==> src/rtl/frame_assembler.sv <==
// rtl/frame_assembler.sv - byte buffer that releases whole frames only, drops frames that overflow
// Optional frame-tail pattern check under FRAME_ASSEMBLER_CHECK_EN.
module frame_assembler #(
  parameter int          DEPTH   = 16,
  parameter logic [47:0] PATTERN = 48'hAABBCCDDEEFF
) (
  input  logic        clk_fast,
  input  logic        aresetn,
  input  logic        in_valid,
  input  logic [7:0]  in_byte,
  input  logic        in_last,
  output logic        m_tvalid,
  input  logic        m_tready,
  output logic [7:0]  m_tdata,
  output logic        m_tlast,
`ifdef FRAME_ASSEMBLER_CHECK_EN
  output logic [31:0] err_cnt,
`endif
  output logic [31:0] frame_cnt,
  output logic [15:0] drop_cnt
);

  localparam int AW = $clog2(DEPTH);
  localparam int PW = AW + 1;

  logic [8:0]    mem_q [DEPTH];
  logic [PW-1:0] wr_ptr_q, wr_ptr_d;
  logic [PW-1:0] commit_ptr_q, commit_ptr_d;
  logic [PW-1:0] rd_ptr_q, rd_ptr_d;
  logic          drop_flag_q, drop_flag_d;
  logic          m_tvalid_q, m_tvalid_d;
  logic [31:0]   frame_cnt_q, frame_cnt_d;
  logic [15:0]   drop_cnt_q, drop_cnt_d;

  logic full;
  logic mem_we;
  logic commit;
  logic drop_end;

  // Full is judged on the pre-read pointers, so a same-cycle read cannot make room.
  assign full     = (wr_ptr_q - rd_ptr_q) == PW'(DEPTH);
  assign mem_we   = in_valid && !drop_flag_q && !full;
  assign commit   = mem_we && in_last;
  assign drop_end = in_valid && in_last && (drop_flag_q || full);

  always_comb begin
    wr_ptr_d     = wr_ptr_q;
    commit_ptr_d = commit_ptr_q;
    rd_ptr_d     = rd_ptr_q;
    drop_flag_d  = drop_flag_q;
    frame_cnt_d  = frame_cnt_q;
    drop_cnt_d   = drop_cnt_q;

    if (mem_we) begin
      wr_ptr_d = wr_ptr_q + PW'(1);
    end
    if (commit) begin
      commit_ptr_d = wr_ptr_q + PW'(1);
      frame_cnt_d  = frame_cnt_q + 32'd1;
    end
    if (in_valid && !in_last && (drop_flag_q || full)) begin
      drop_flag_d = 1'b1;
    end
    // Abandon the partial frame: everything past the last commit is discarded.
    if (drop_end) begin
      wr_ptr_d    = commit_ptr_q;
      drop_flag_d = 1'b0;
      if (drop_cnt_q != 16'hFFFF) begin
        drop_cnt_d = drop_cnt_q + 16'd1;
      end
    end

    if (m_tvalid_q && m_tready) begin
      rd_ptr_d = rd_ptr_q + PW'(1);
    end
    m_tvalid_d = (rd_ptr_d != commit_ptr_d);
  end

  always_ff @(posedge clk_fast) begin
    if (!aresetn) begin
      wr_ptr_q     <= '0;
      commit_ptr_q <= '0;
      rd_ptr_q     <= '0;
      drop_flag_q  <= 1'b0;
      m_tvalid_q   <= 1'b0;
      frame_cnt_q  <= '0;
      drop_cnt_q   <= '0;
    end else begin
      wr_ptr_q     <= wr_ptr_d;
      commit_ptr_q <= commit_ptr_d;
      rd_ptr_q     <= rd_ptr_d;
      drop_flag_q  <= drop_flag_d;
      m_tvalid_q   <= m_tvalid_d;
      frame_cnt_q  <= frame_cnt_d;
      drop_cnt_q   <= drop_cnt_d;
    end
  end

  // Writes never reach an unread entry, so the head entry holds steady during a stall.
  always_ff @(posedge clk_fast) begin
    if (mem_we) begin
      mem_q[wr_ptr_q[AW-1:0]] <= {in_last, in_byte};
    end
  end

  assign {m_tlast, m_tdata} = mem_q[rd_ptr_q[AW-1:0]];
  assign m_tvalid           = m_tvalid_q;
  assign frame_cnt          = frame_cnt_q;
  assign drop_cnt           = drop_cnt_q;

`ifdef FRAME_ASSEMBLER_CHECK_EN
  logic [47:0] shift_q, shift_d;
  logic [2:0]  cnt_q, cnt_d;
  logic [31:0] err_cnt_q, err_cnt_d;
  logic        tail_ok;
  logic        unused_shift_hi;

  assign unused_shift_hi = ^shift_q[47:40];

  // The closing byte is still on in_byte at commit, so it is folded into the compare.
  always_comb begin
    shift_d   = shift_q;
    cnt_d     = cnt_q;
    err_cnt_d = err_cnt_q;
    tail_ok   = (cnt_q >= 3'd5) && ({shift_q[39:0], in_byte} == PATTERN);
    if (commit || drop_end) begin
      shift_d = '0;
      cnt_d   = '0;
      if (commit && !tail_ok) begin
        err_cnt_d = err_cnt_q + 32'd1;
      end
    end else if (mem_we) begin
      shift_d = {shift_q[39:0], in_byte};
      if (cnt_q != 3'd7) begin
        cnt_d = cnt_q + 3'd1;
      end
    end
  end

  always_ff @(posedge clk_fast) begin
    if (!aresetn) begin
      shift_q   <= '0;
      cnt_q     <= '0;
      err_cnt_q <= '0;
    end else begin
      shift_q   <= shift_d;
      cnt_q     <= cnt_d;
      err_cnt_q <= err_cnt_d;
    end
  end

  assign err_cnt = err_cnt_q;
`else
  logic unused_pattern;
  assign unused_pattern = ^PATTERN;
`endif

endmodule
==> config.mk <==
export PLATFORM = sky130hd
export DESIGN_NAME = frame_assembler
export DESIGN_NICKNAME = d
export VERILOG_FILES = /design/src/rtl/frame_assembler.sv
export SDC_FILE = /design/constraint.sdc
export NUM_CORES = 1
export LEC_CHECK = 0
export ABC_AREA = 1
export BUFFER_PORTS_ARGS = -buffer_cell sky130_fd_sc_hd__buf_4
export CORE_MARGIN = 2
export CORE_UTILIZATION = 65
export CTS_BUF_LIST = sky130_fd_sc_hd__clkbuf_8
export DETAILED_ROUTE_END_ITERATION = 10
export PLACE_DENSITY = 0.85
export SLEW_MARGIN = 0
export SYNTH_ARGS = -nofsm -noshare
export SYNTH_HDL_FRONTEND = slang
export SYNTH_SLANG_ARGS = --single-unit
==> constraint.sdc <==
create_clock -name clk_fast -period 4.44 [get_ports clk_fast]
set_input_delay 0.666 -clock clk_fast [delete_from_list [all_inputs] [get_ports clk_fast]]
set_output_delay 0.666 -clock clk_fast [all_outputs]
set_load 0.05 [all_outputs]
; ---- After elaboration in Yosys (flattened, before gate mapping)
; Memory sizes are Yosys's and may differ from the RTL's. A register that Yosys moved wholly into a read port is not among the register bits.
; Cells that the tools add are included.
; Widths: inputs -> output; s select.
[totals]
out_inout_bits = 58
mem_count = 1
mem_bits_rw = 144
latchBits = 0
mem_bits_ro = 0
register_bits = 65
wordCells = 39
in_bits = 13
[mem_list]
columns = name, depth, word_bits, read_ports, rd_ports_with_merged_regs, write_ports, line_no
row1 = mem_q, 16, 9, 1, 1, 1, 26  ; logic [8:0] mem_q [DEPTH];
[classes]
multipliers = 0
magnitude_cmp = 0
mux = 7
n_shift = 0
n_reduce_logical = 15
bitwise = 1
add_sub_neg = 5
n_eq_ne = 3
div_mod_pow = 0
[op_table]
columns = cell, count
row1 = $add 32x1->32 const B, 1
row2 = $mux 5, 4
row3 = $add 16x1->16 const B, 1
row4 = $ne 16x16->1 const B, 1
row5 = $add 5x1->5 const B, 2
row6 = $logic_and 1x1->1, 8
row7 = $eq 5x5->1 const B, 1
row8 = $ne 5x5->1, 1
row9 = $sub 5x5->5, 1
row10 = $mux 4, 1
row11 = $logic_not 1->1, 3
row12 = $mux 1, 2
row13 = $reduce_and 2->1, 1
row14 = $reduce_bool 2->1, 1
row15 = $reduce_or 2->1, 1
row16 = $logic_or 1x1->1, 1
row17 = $not 1->1, 1

; ---- Logic depth before layout (Yosys ltp)
; Gate-level depths: netlist (run 1).
[depth]
ltp_word = 7
ltp_mapped = 19
depth_no_buf = 16

; ---- Worst setup path before layout (run 1)
; OpenSTA, ideal clock, no wires.
[synth_timing]
kind = reg-to-reg
start = register rd_ptr_q[1]
end = memory mem_q[0][0] (enable)
t_required_ps = 4066
arrival_time_ps = 2126
period_less_slack_ps = 2500
setup_time_ps = 374
path_buffers = 2
path_slack_ps = 1940
stages_incl_launch_ff = 16
cell_sequence = dfxtp_1 inv_1 clkbuf_1 clkbuf_1 ha_1 nand2_1 inv_1 nand2_1 a21oi_1 nand3_1 nand2_1 inv_1 nand2_1 inv_1 nand2_1 nor2_1
[synth_between]
elab_chain_cells = 6
[synth_lines]
columns = element, line_no
row1 = from (decl), 29  ; logic [PW-1:0] rd_ptr_q, rd_ptr_d;
row2 = from (signal assigned), 91  ; rd_ptr_q <= rd_ptr_d;
row3 = $sub 5x5->5, 41  ; assign full = (wr_ptr_q - rd_ptr_q) == PW'(DEPTH);
row4 = $eq 5x5->1, 41
row5 = $logic_not 1->1, 42  ; assign mem_we = in_valid && !drop_flag_q && !full;
row6 = $logic_and 1x1->1, 42
row7 = $mux 1, 101  ; if (mem_we) begin
row8 = $mux 1 (implied by the code), 102  ; mem_q[wr_ptr_q[AW-1:0]] <= {in_last, in_byte};
row9 = to (decl), 26
; Every way passes these cells.

==> metrics, run 1 <==
outcome completed; Final Cycle Share 80.97%; post-synthesis async set-or-reset flop share 0%; Pre-Repair DR Iteration Count 5; setup violation total in the final timing report 0; deepest clock path buffer count 3; number of buffers created by CTS 35; die outline width roughly 120 um; overall global routing resource usage ~30%; Post-Place Worst Slack about 1.1 ns; power share of the combinational group 12.1%; critical path fanouts, max 73; capturing element of the worst setup path m_tdata[2]; CTS H-tree lvls 2; total number of nets in the final design 1,084; launching element type of the critical path flip-flop; R2R depth 14; average via count per standard cell slightly below 6; Critical R2R Capture mem_q[12][2]; vias in the first global route 7,002; leading cell types by total area after synthesis sky130_fd_sc_hd__edfxtp_1, sky130_fd_sc_hd__dfxtp_1, sky130_fd_sc_hd__nand2_1; flop and latch count out of synthesis 209; CTS Root Cell sky130_fd_sc_hd__clkbuf_8; P_leak 3.905 nW; ANT nets after route 0; area enclosed by the die boundary between 15,000 and 20,000 um^2; violation count after the first detailed-route iteration about 700; commonest register cell after synthesis sky130_fd_sc_hd__edfxtp_1; summed instance area of the synthesized netlist 9379 um^2; starting density of the core 67.05%; clock slew at reported path FFs 0.06 ns; number of clock sinks seen by CTS 209; HP Class in2reg; setup repair after global routing missed its margin false; number of buffers inserted by hold repair at cts 0; register share of total power 50.5%; sequential-to-total area share from yosys stat 59.98%; fraction of power spent switching nets a little over a quarter; DRC Markers 0; synth cell count leaders sky130_fd_sc_hd__nand2_1, sky130_fd_sc_hd__edfxtp_1, sky130_fd_sc_hd__nor2_1, sky130_fd_sc_hd__o21ai_0, sky130_fd_sc_hd__inv_1; insertion delay of the later-clocked pin in the worst-skew pair 0.53 ns; largest net degree at the start of global routing 74; max-slew violation total from the final report 0; y dimension of the die 124.1 um; layout-stage area growth over the synthesis result 13.83%; endpoint class of the critical path output port; Post-synth EDFFs ~140; Core Footprint 13,990 um^2; power density of the placed cells 404.1 nW/um^2; Worst Path Arrival about 2.9 ns; Cell variety after synth 38; launch point of the worst reg-to-reg path rd_ptr_q[2]; Max transition margin 23.32%; layout cell share with drive strength beyond 1 12.98%; post-DP HPWL 14.60 mm; clock skew after layout 0.01348 ns; Least-Margin Pin Slew 1.150 ns; initial antenna violation count 0; average instance area after synthesis 9.512 um^2; maximum operating frequency between 200 and 300 MHz; global placer's final weighted congestion 0.9330; Warnings, synthesis 0; biggest area consumer among synthesized cells sky130_fd_sc_hd__edfxtp_1; Gate Count Post-Synth 986; max-cap check violation count 0; Routed WL roughly 22 mm; Worst Setup Path Type reg2out; worst setup path startpoint rd_ptr_q[0]; data required time of the critical path ~3.8 ns; cts repair resizes 0; final total negative setup slack 0 ns; post-DR wirelength/cell 17.73 um; wire length of the first global-routing pass between 30 and 40 mm; number of setup buffers added after CTS 0; internal power 3.134 mW; Final Util 76.32%; post-layout instance count excluding filler cells between 1,000 and 1,500; Top Ports 71; number of inserted diodes 0; Port Buffer Count 70; # rows 43; number of placed instances with taps included 1,203; CTS tree yes; most numerous cell in the Yosys netlist sky130_fd_sc_hd__nand2_1; synthesized net count 1,010; Yosys top cell area share 46.10%; final worst setup slack 0.8450 ns; power spent charging and discharging nets 1.181 mW; Min Clock Period, post-route 3.595 ns; GRT overflow 0; register-to-register path setup slack between 1 and 1.5 ns; total via count in the routed design 7,533; clock group share of total power 37.4%; hold violation total from the final report 0; maximum VDD drop between 0.2 and 0.3 mV
-- metrics by stage --
| stage | hold slack (ns) | cell area [um^2] | power, mW |
|---|---|---|---|
| 6_report | 0.4549 | 10680 | 4.314 |
| 5_1_grt | 0.4644 | 10680 | 4.468 |
| 4_1_cts | 0.4450 | 10680 | 4.315 |
| 3_5_place_dp | 0.4813 | 10020 | 2.730 |
| 3_3_place_gp | 0.4753 | 10020 | 2.716 |
| 2_1_floorplan | 0.4609 | 9379 | 2.564 |
-- power by group through the flow --
stage                     combinational, mW  clock (mW)  sequential [mW]
after floorplan                       0.343           0             2.22
after global placement                0.500           0             2.22
after detailed placement              0.511           0             2.22
after CTS                             0.515        1.62             2.18
after global routing                  0.569        1.72             2.18
final                                 0.520        1.61             2.18
-- cell usage in the layout, fill, tap and decap left out, types with 21 or more instances in the layout --
master | synthesis | final
sky130_fd_sc_hd__clkbuf_8 | 0 | 38
sky130_fd_sc_hd__a21oi_1 | 47 | 47
sky130_fd_sc_hd__o22ai_1 | 21 | 21
sky130_fd_sc_hd__inv_1 | 74 | 86
sky130_fd_sc_hd__nor2_1 | 140 | 140
sky130_fd_sc_hd__nand2_1 | 177 | 177
sky130_fd_sc_hd__edfxtp_1 | 144 | 144
sky130_fd_sc_hd__dfxtp_1 | 65 | 64
sky130_fd_sc_hd__buf_4 | 4 | 78
sky130_fd_sc_hd__o21ai_0 | 91 | 91
sky130_fd_sc_hd__nand3_1 | 45 | 45
sky130_fd_sc_hd__nor3_1 | 25 | 25
-- worst min path at each step --
stage,from,endpoint,slack (ns),depth (start not counted)
after floorplan,commit_ptr_q[2],commit_ptr_q[2],0.46,2
after global placement,commit_ptr_q[4],commit_ptr_q[4],0.48,2
after detailed placement,commit_ptr_q[3],commit_ptr_q[3],0.48,2
after CTS,in_valid,drop_flag_q,0.44,3
after global routing,in_valid,drop_flag_q,0.46,3
final,in_valid,drop_flag_q,0.45,3
-- layer usage --
metal | GRT usage, % | up-vias | wire length (um)
met5 | 0 | - | 0
met4 | 14.68 | 0 | 925
met3 | 5.082 | 62 | 1907
met2 | 49.42 | 379 | 10650
met1 | 37.75 | 3533 | 8967
li1 | - | 3559 | -
-- registers in the layout (all words and copies together), names as in the netlist --
name / count
rd_ptr_q: 5
m_tvalid: 1
frame_cnt: 32
mem_q: 144
commit_ptr_q: 5
wr_ptr_q: 5
drop_cnt: 16
drop_flag_q: 1
-- worst max-delay path, cell delays in order (launching register included) --
cell	delay [ns]
sky130_fd_sc_hd__dfxtp_2	0.47
sky130_fd_sc_hd__inv_2	0.86
sky130_fd_sc_hd__o21ai_0	0.19
sky130_fd_sc_hd__o221ai_1	0.25
sky130_fd_sc_hd__nand3_1	0.20
sky130_fd_sc_hd__nand3_1	0.16
sky130_fd_sc_hd__buf_4	0.21
-- logic make-up (layout without fill, tap and decap cells) --
logic type                 after synthesis  count (layout)  synth area share (%)
AOI/OAI and AO/OA                      187             187                 11.19
buffers and inverters                  123             223                 5.136
adders and majority gates               11              11                 1.467
xor gates and xnor gates                28              28                 2.615
and+or+nand+nor                        428             428                 19.61
DFF                                    209             209                 59.98
-- area by class of cell --
type                    instances  area (um^2)
clock buffers                  38        523.0
clock inverters                25        136.4
fillers                       956         3312
inverters                      82        307.8
multi-input cells             654         3272
flip-flops and latches        209         5627
well taps                     180        225.2
repair buffers                 78        585.6
Note: power is estimated with default switching activity, not from simulation.
==> run 2: changes to the inputs <==
Settings changed: CORE_UTILIZATION 65 to 62, PLACE_DENSITY 0.85 to 0.82.
Clock period 4.44 ns to 3.53 ns, I/O delays scaled along.
==> metrics, run 2 (same netlist as run 1, synthesis figures left out) <==
most common cell after layout, fill and taps aside sky130_fd_sc_hd__nand2_1 (unchanged); ANT nets after route 0 (unchanged); wire length of the first global-routing pass 35.82 mm (was 34.92 mm); flip-flop count of the largest register, all copies and words added 144 (unchanged); top cell family by delay on the critical path simple AND/OR/NAND/NOR gates (was buffers and inverters); Critical R2R Capture mem_q[10][0] (was mem_q[12][2]); post-DR wirelength/cell 17.79 um (was 17.73 um); post-DP HPWL 14.84 mm (was 14.60 mm); Max transition margin 47.14% (was 23.32%); register share of total power 51.7% (was 50.5%); P_leak 3.871 nW (was 3.905 nW); setup repair after global routing missed its margin false (unchanged); number of inserted diodes 0 (unchanged); clock slew at reported path FFs 0.06 ns (about the same); launch point of the worst reg-to-reg path rd_ptr_q[2] (unchanged); insertion delay of the later-clocked pin in the worst-skew pair 0.53 ns (about the same); Port Buffer Count 70 (unchanged); worst hold path startpoint in_valid (unchanged); Tot Pwr 5.287 mW (was 4.314 mW); global placer's final weighted congestion 0.9357 (was 0.9330); Least-Margin Pin Slew 0.7900 ns (was 1.150 ns); Top Ports 71 (unchanged); CTS tree yes (unchanged); power share of the combinational group 12.5% (was 12.1%); area of the multi-input gates 3272 um^2 (unchanged); endpoint class of the critical path flip-flop (was output port); total number of nets in the final design 1,083 (was 1,084); Worst Path Arrival 3.36 ns (was 2.93 ns); worst path bufs/invs 4 (was 2); setup violation total in the final timing report 0 (unchanged); count of fill cells added during filler insertion 1,046 (was 956); critical path cell sequence clkinv_1 -> ha_1 -> inv_1 -> nand2_1 -> nand2_1 -> a21oi_1 -> nand3_1 -> nand2_1 -> inv_1 -> nand2_1 -> inv_1 -> nand2_1 -> nor2_1 (was inv_2 -> o21ai_0 -> o221ai_1 -> nand3_1 -> nand3_1 -> buf_4); clock group share of total power 35.8% (was 37.4%); Final Cycle Share between 90% and 100%; Worst Setup Path Type reg2reg (was reg2out); violation count after the first detailed-route iteration 903 (was 695); area of all sequential standard cells 5627 um^2 (unchanged); number of buffers inserted by hold repair at cts 0 (unchanged); y dimension of the die 127.0 um (was 124.1 um); Pre-Repair DR Iteration Count 5 (unchanged); power density of the placed cells 497.3 nW/um^2 (was 404.1 nW/um^2); starting density of the core 64.05% (was 67.05%); HP Class in2reg (unchanged); overall global routing resource usage 28.43% (was 29.73%); die outline width 127.0 um (was 124.1 um); Routed WL 22.53 mm (was 22.45 mm); average via count per standard cell 5.907 (was 5.950); clock skew after layout 0.01412 ns (was 0.01348 ns); number of buffers created by CTS 34 (was 35); layout-stage area growth over the synthesis result 13.34% (was 13.83%); final total negative setup slack 0 ns (unchanged); endpoint of the worst hold-timing path drop_flag_q (unchanged); critical path fanouts, max 15 (was 73); Final Util 72.59% (was 76.32%); most frequent CP cell sky130_fd_sc_hd__nand2_1 (was sky130_fd_sc_hd__nand3_1); number of clock sinks seen by CTS 209 (unchanged); CTS Root Cell sky130_fd_sc_hd__clkbuf_8 (unchanged); Core Footprint 14,640 um^2 (was 13,990 um^2); layout cell share with drive strength beyond 1 12.66% (was 12.98%); internal power 3.837 mW (was 3.134 mW); hold violation total from the final report 0 (unchanged); GRT overflow 0 (unchanged); data required time of the critical path 3.69 ns (was 3.77 ns); Min Clock Period, post-route 3.202 ns; worst hold stages 3 (unchanged); DRC Markers 0 (unchanged); R2R depth 13 (was 14); CTS H-tree lvls 2 (unchanged); largest net degree at the start of global routing 73 (was 74); worst hold-check slack 0.3441 ns (was 0.4549 ns); outcome completed (unchanged); max-slew violation total from the final report 0 (unchanged); area enclosed by the die boundary 16,130 um^2 (was 15,410 um^2); initial antenna violation count 0 (unchanged); launching element type of the critical path flip-flop (unchanged); deepest clock path buffer count 3 (unchanged); vias in the first global route 7,092 (was 7,002); register-to-register path setup slack 0.33 ns (was 1.02 ns); Worst path max stage delay 0.64 ns (was 0.86 ns); maximum operating frequency 312.3 MHz; total via count in the routed design 7,478 (was 7,533); cts repair resizes 0 (unchanged); max-cap check violation count 0 (unchanged); most used cells in the layout excluding fill and tap cells sky130_fd_sc_hd__nand2_1, sky130_fd_sc_hd__edfxtp_1, sky130_fd_sc_hd__nor2_1, sky130_fd_sc_hd__o21ai_0, sky130_fd_sc_hd__inv_1 (unchanged); fraction of power spent switching nets 27.43% (was 27.37%); number of setup buffers added after CTS 0 (unchanged); # rows 44 (was 43); maximum VDD drop 0.3070 mV (was 0.2995 mV); Critical-path top delay cell sky130_fd_sc_hd__dfxtp_1 (was sky130_fd_sc_hd__inv_2); power spent charging and discharging nets 1.450 mW (was 1.181 mW)
-- run 2: layer usage --
metal	vias to the layer above	routed length (um)	global-route usage (%)
met4	0	677	11.76
met2	406	10740	46.84
met5	-	0	0
li1	3569	-	-
met3	59	2107	5.067
met1	3444	9000	37.77
-- run 2: metrics by stage --
| step | instances | instance area, um^2 | worst slack (ns) |
|---|---|---|---|
| floorplan | 986 | 9379 | 1.030 |
| global placement | 1207 | 10020 | 0.5702 |
| detailed placement | 1207 | 10020 | 0.3920 |
| CTS | 1266 | 10630 | 0.3797 |
| global route | 1266 | 10630 | 0.06636 |
| finish | 1266 | 10630 | 0.3280 |
-- run 2: worst max path at each step --
stage | from | to | depth (start not counted)
after CTS | rd_ptr_q[2] | mem_q[10][0] | 13
after floorplan | rd_ptr_q[1] | mem_q[0][0] | 15
after global routing | rd_ptr_q[2] | mem_q[10][0] | 13
after global placement | rd_ptr_q[2] | mem_q[6][1] | 13
after detailed placement | rd_ptr_q[2] | mem_q[10][0] | 13
final | rd_ptr_q[2] | mem_q[10][0] | 13
-- run 2: area by class of cell --
type / instances / area share [%]
multi-input cells: 654 / 30.78
inverters: 82 / 2.895
clock inverters: 22 / 0.9298
flip-flops and latches: 209 / 52.93
clock buffers: 37 / 4.790
well taps: 184 / 2.166
repair buffers: 78 / 5.508
-- run 2: worst min-delay path: stages --
cell and delay [ns]:
sky130_fd_sc_hd__buf_4 0.13, sky130_fd_sc_hd__nor2_1 0.09, sky130_fd_sc_hd__nor4_1 0.06
-- run 2: power groups by stage --
stage,sequential [mW],combinational [mW],clock [mW]
detailed placement,2.78,0.648,0
finish,2.73,0.661,1.89
global placement,2.78,0.638,0
floorplan,2.79,0.431,0
global route,2.74,0.716,2.04
CTS,2.73,0.653,1.93
==> run 3: changes to the inputs <==
Settings changed: CAP_MARGIN set to 20, CORE_MARGIN 2 to 3.
==> metrics, run 3 (same netlist as run 1, synthesis figures left out) <==
Worst Setup Path Type reg2reg (unchanged); largest net degree at the start of global routing 75 (was 73); final total negative setup slack 0 ns (unchanged); total number of nets in the final design 1,084 (was 1,083); global placer's final weighted congestion 0.9295 (was 0.9357); Worst Path Arrival 3.37 ns (was 3.36 ns); maximum operating frequency 308.2 MHz (was 312.3 MHz); global-route track usage on met1 37.05% (was 37.77%); total via count in the routed design 7,453 (was 7,478); starting density of the core 64.05% (unchanged); number of placed instances with taps included 1,208 (was 1,207); worst hold-check slack 0.3416 ns (was 0.3441 ns); most frequent CP cell sky130_fd_sc_hd__nand2_1 (unchanged); y dimension of the die 129.0 um (was 127.0 um); met3 GRT Util 4.732% (was 5.067%); met2 demand-to-capacity share in global routing 43.38% (was 46.84%); violation count after the first detailed-route iteration 845 (was 903); flip-flop count of the largest register, all copies and words added 144 (unchanged); top cell family by delay on the critical path simple AND/OR/NAND/NOR gates (unchanged); post-DP HPWL 14.97 mm (was 14.84 mm); final design instance area without fill 10,620 um^2 (was 10,630 um^2); worst hold stages 3 (unchanged); number of buffers created by CTS 34 (unchanged); Core Footprint 14,640 um^2 (unchanged); worst path bufs/invs 4 (unchanged); ANT nets after route 0 (unchanged); insertion delay of the later-clocked pin in the worst-skew pair 0.50 ns (was 0.53 ns); wire length of the first global-routing pass 35.65 mm (was 35.82 mm); launch point of the worst reg-to-reg path rd_ptr_q[2] (unchanged); DRC Markers 0 (unchanged); average via count per standard cell 5.882 (was 5.907); Critical-path top delay cell sky130_fd_sc_hd__dfxtp_1 (unchanged); vias in the first global route 6,969 (was 7,092); number of buffers inserted by hold repair at cts 0 (unchanged); Max transition margin 47.88% (was 47.14%); HP Class in2reg (unchanged); number of setup buffers added after CTS 0 (unchanged); post-place instance area 10,030 um^2 (was 10,020 um^2); Top Ports 71 (unchanged); most used cells in the layout excluding fill and tap cells sky130_fd_sc_hd__nand2_1, sky130_fd_sc_hd__edfxtp_1, sky130_fd_sc_hd__nor2_1, sky130_fd_sc_hd__o21ai_0, sky130_fd_sc_hd__inv_1 (unchanged); register-to-register path setup slack 0.29 ns (was 0.33 ns); launching element type of the critical path flip-flop (unchanged); layout-stage area growth over the synthesis result 13.21% (was 13.34%); Least-Margin Pin Slew 0.7789 ns (was 0.7900 ns); GRT overflow 0 (unchanged); worst hold path startpoint in_valid (unchanged); overall global routing resource usage 27.31% (was 28.43%); Port Buffer Count 70 (unchanged); area enclosed by the die boundary 16,640 um^2 (was 16,130 um^2); Pre-Repair DR Iteration Count 5 (unchanged); max-cap check violation count 0 (unchanged); endpoint of the worst hold-timing path drop_flag_q (unchanged); Worst path max stage delay 0.66 ns (was 0.64 ns); Min Clock Period, post-route 3.245 ns (was 3.202 ns); # rows 44 (unchanged); P_leak 3.873 nW (was 3.871 nW); clock slew at reported path FFs 0.06 ns (about the same); R2R depth 13 (unchanged); layout cell share with drive strength beyond 1 12.37% (was 12.66%); post-DR wirelength/cell 17.80 um (was 17.79 um); Final Cycle Share 91.92% (was 90.71%); CTS H-tree lvls 2 (unchanged); most common cell after layout, fill and taps aside sky130_fd_sc_hd__nand2_1 (unchanged); power density of the placed cells 492.5 nW/um^2 (was 497.3 nW/um^2); CTS Root Cell sky130_fd_sc_hd__clkbuf_8 (unchanged); clock skew after layout 0.01068 ns (was 0.01412 ns); critical path fanouts, max 15 (unchanged); deepest clock path buffer count 3 (unchanged); data required time of the critical path 3.66 ns (was 3.69 ns); setup violation total in the final timing report 0 (unchanged); critical path cell sequence clkinv_1 -> ha_1 -> inv_1 -> nand2_1 -> nand2_1 -> a21oi_1 -> nand3_1 -> nand2_1 -> inv_1 -> nand2_1 -> inv_1 -> nand2_1 -> nor2_1 (unchanged); initial antenna violation count 0 (unchanged); max-slew violation total from the final report 0 (unchanged); cts repair resizes 0 (unchanged); setup repair after global routing missed its margin false (unchanged); die outline width 129.0 um (was 127.0 um); outcome completed (unchanged); Routed WL 22.55 mm (was 22.53 mm); grt peak-use layer met2 (unchanged); Critical R2R Capture mem_q[14][0] (was mem_q[10][0]); hold violation total from the final report 0 (unchanged); maximum VDD drop 0.3359 mV (was 0.3070 mV); post-layout instance count excluding filler cells 1,267 (was 1,266); number of inserted diodes 0 (unchanged); number of clock sinks seen by CTS 209 (unchanged); endpoint class of the critical path flip-flop (unchanged); CTS tree yes (unchanged)
run 3: power by group:
group	switching, mW	internal (mW)
registers	0.0373	2.69
clock network	0.898	0.939
logic	0.484	0.177
total	1.42	3.81
run 3: worst max path at each step:
stage | end | from | slack, ns | cells after the start
2_1_floorplan | mem_q[0][0] | rd_ptr_q[1] | 1.03 | 15
3_3_place_gp | mem_q[14][5] | rd_ptr_q[2] | 0.52 | 13
3_5_place_dp | mem_q[6][1] | rd_ptr_q[2] | 0.32 | 10
4_1_cts | mem_q[14][0] | rd_ptr_q[2] | 0.37 | 13
5_1_grt | mem_q[14][6] | rd_ptr_q[2] | 0.05 | 13
6_report | mem_q[14][0] | rd_ptr_q[2] | 0.29 | 13
run 3: metrics by stage:
| stage | worst slack [ns] | util (%) | power (mW) |
|---|---|---|---|
| 6_report | 0.2853 | 72.51 | 5.229 |
| 2_1_floorplan | 1.030 | - | 3.225 |
| 5_1_grt | 0.04653 | 72.51 | 5.446 |
| 3_3_place_gp | 0.5156 | 68.49 | 3.419 |
| 3_5_place_dp | 0.3186 | 68.49 | 3.437 |
| 4_1_cts | 0.3667 | 72.51 | 5.256 |
run 3: worst register-to-register path: stages (launching register included):
cell and delay [ns]:
sky130_fd_sc_hd__dfxtp_1 0.66, sky130_fd_sc_hd__clkinv_1 0.20, sky130_fd_sc_hd__ha_1 0.25, sky130_fd_sc_hd__inv_1 0.06, sky130_fd_sc_hd__nand2_1 0.04, sky130_fd_sc_hd__nand2_1 0.06
sky130_fd_sc_hd__a21oi_1 0.06, sky130_fd_sc_hd__nand3_1 0.28, sky130_fd_sc_hd__nand2_1 0.14, sky130_fd_sc_hd__inv_1 0.10, sky130_fd_sc_hd__nand2_1 0.10, sky130_fd_sc_hd__inv_1 0.12
sky130_fd_sc_hd__nand2_1 0.19, sky130_fd_sc_hd__nor2_1 0.62
run 3: final cells by class:
class	instances	area, um^2
multi-input cells	654	3272
clock buffers	36	495.5
flip-flops and latches	209	5627
inverters	82	307.8
repair buffers	79	593.1
clock inverters	23	92.59
well taps	184	230.2
fillers	1084	4026
run 3: routing by layer:
metal / vias up / part of all wire, %
met5: - / 0
met4: 0 / 4.0
met3: 84 / 8.5
met2: 373 / 47
met1: 3435 / 41
li1: 3561 / -
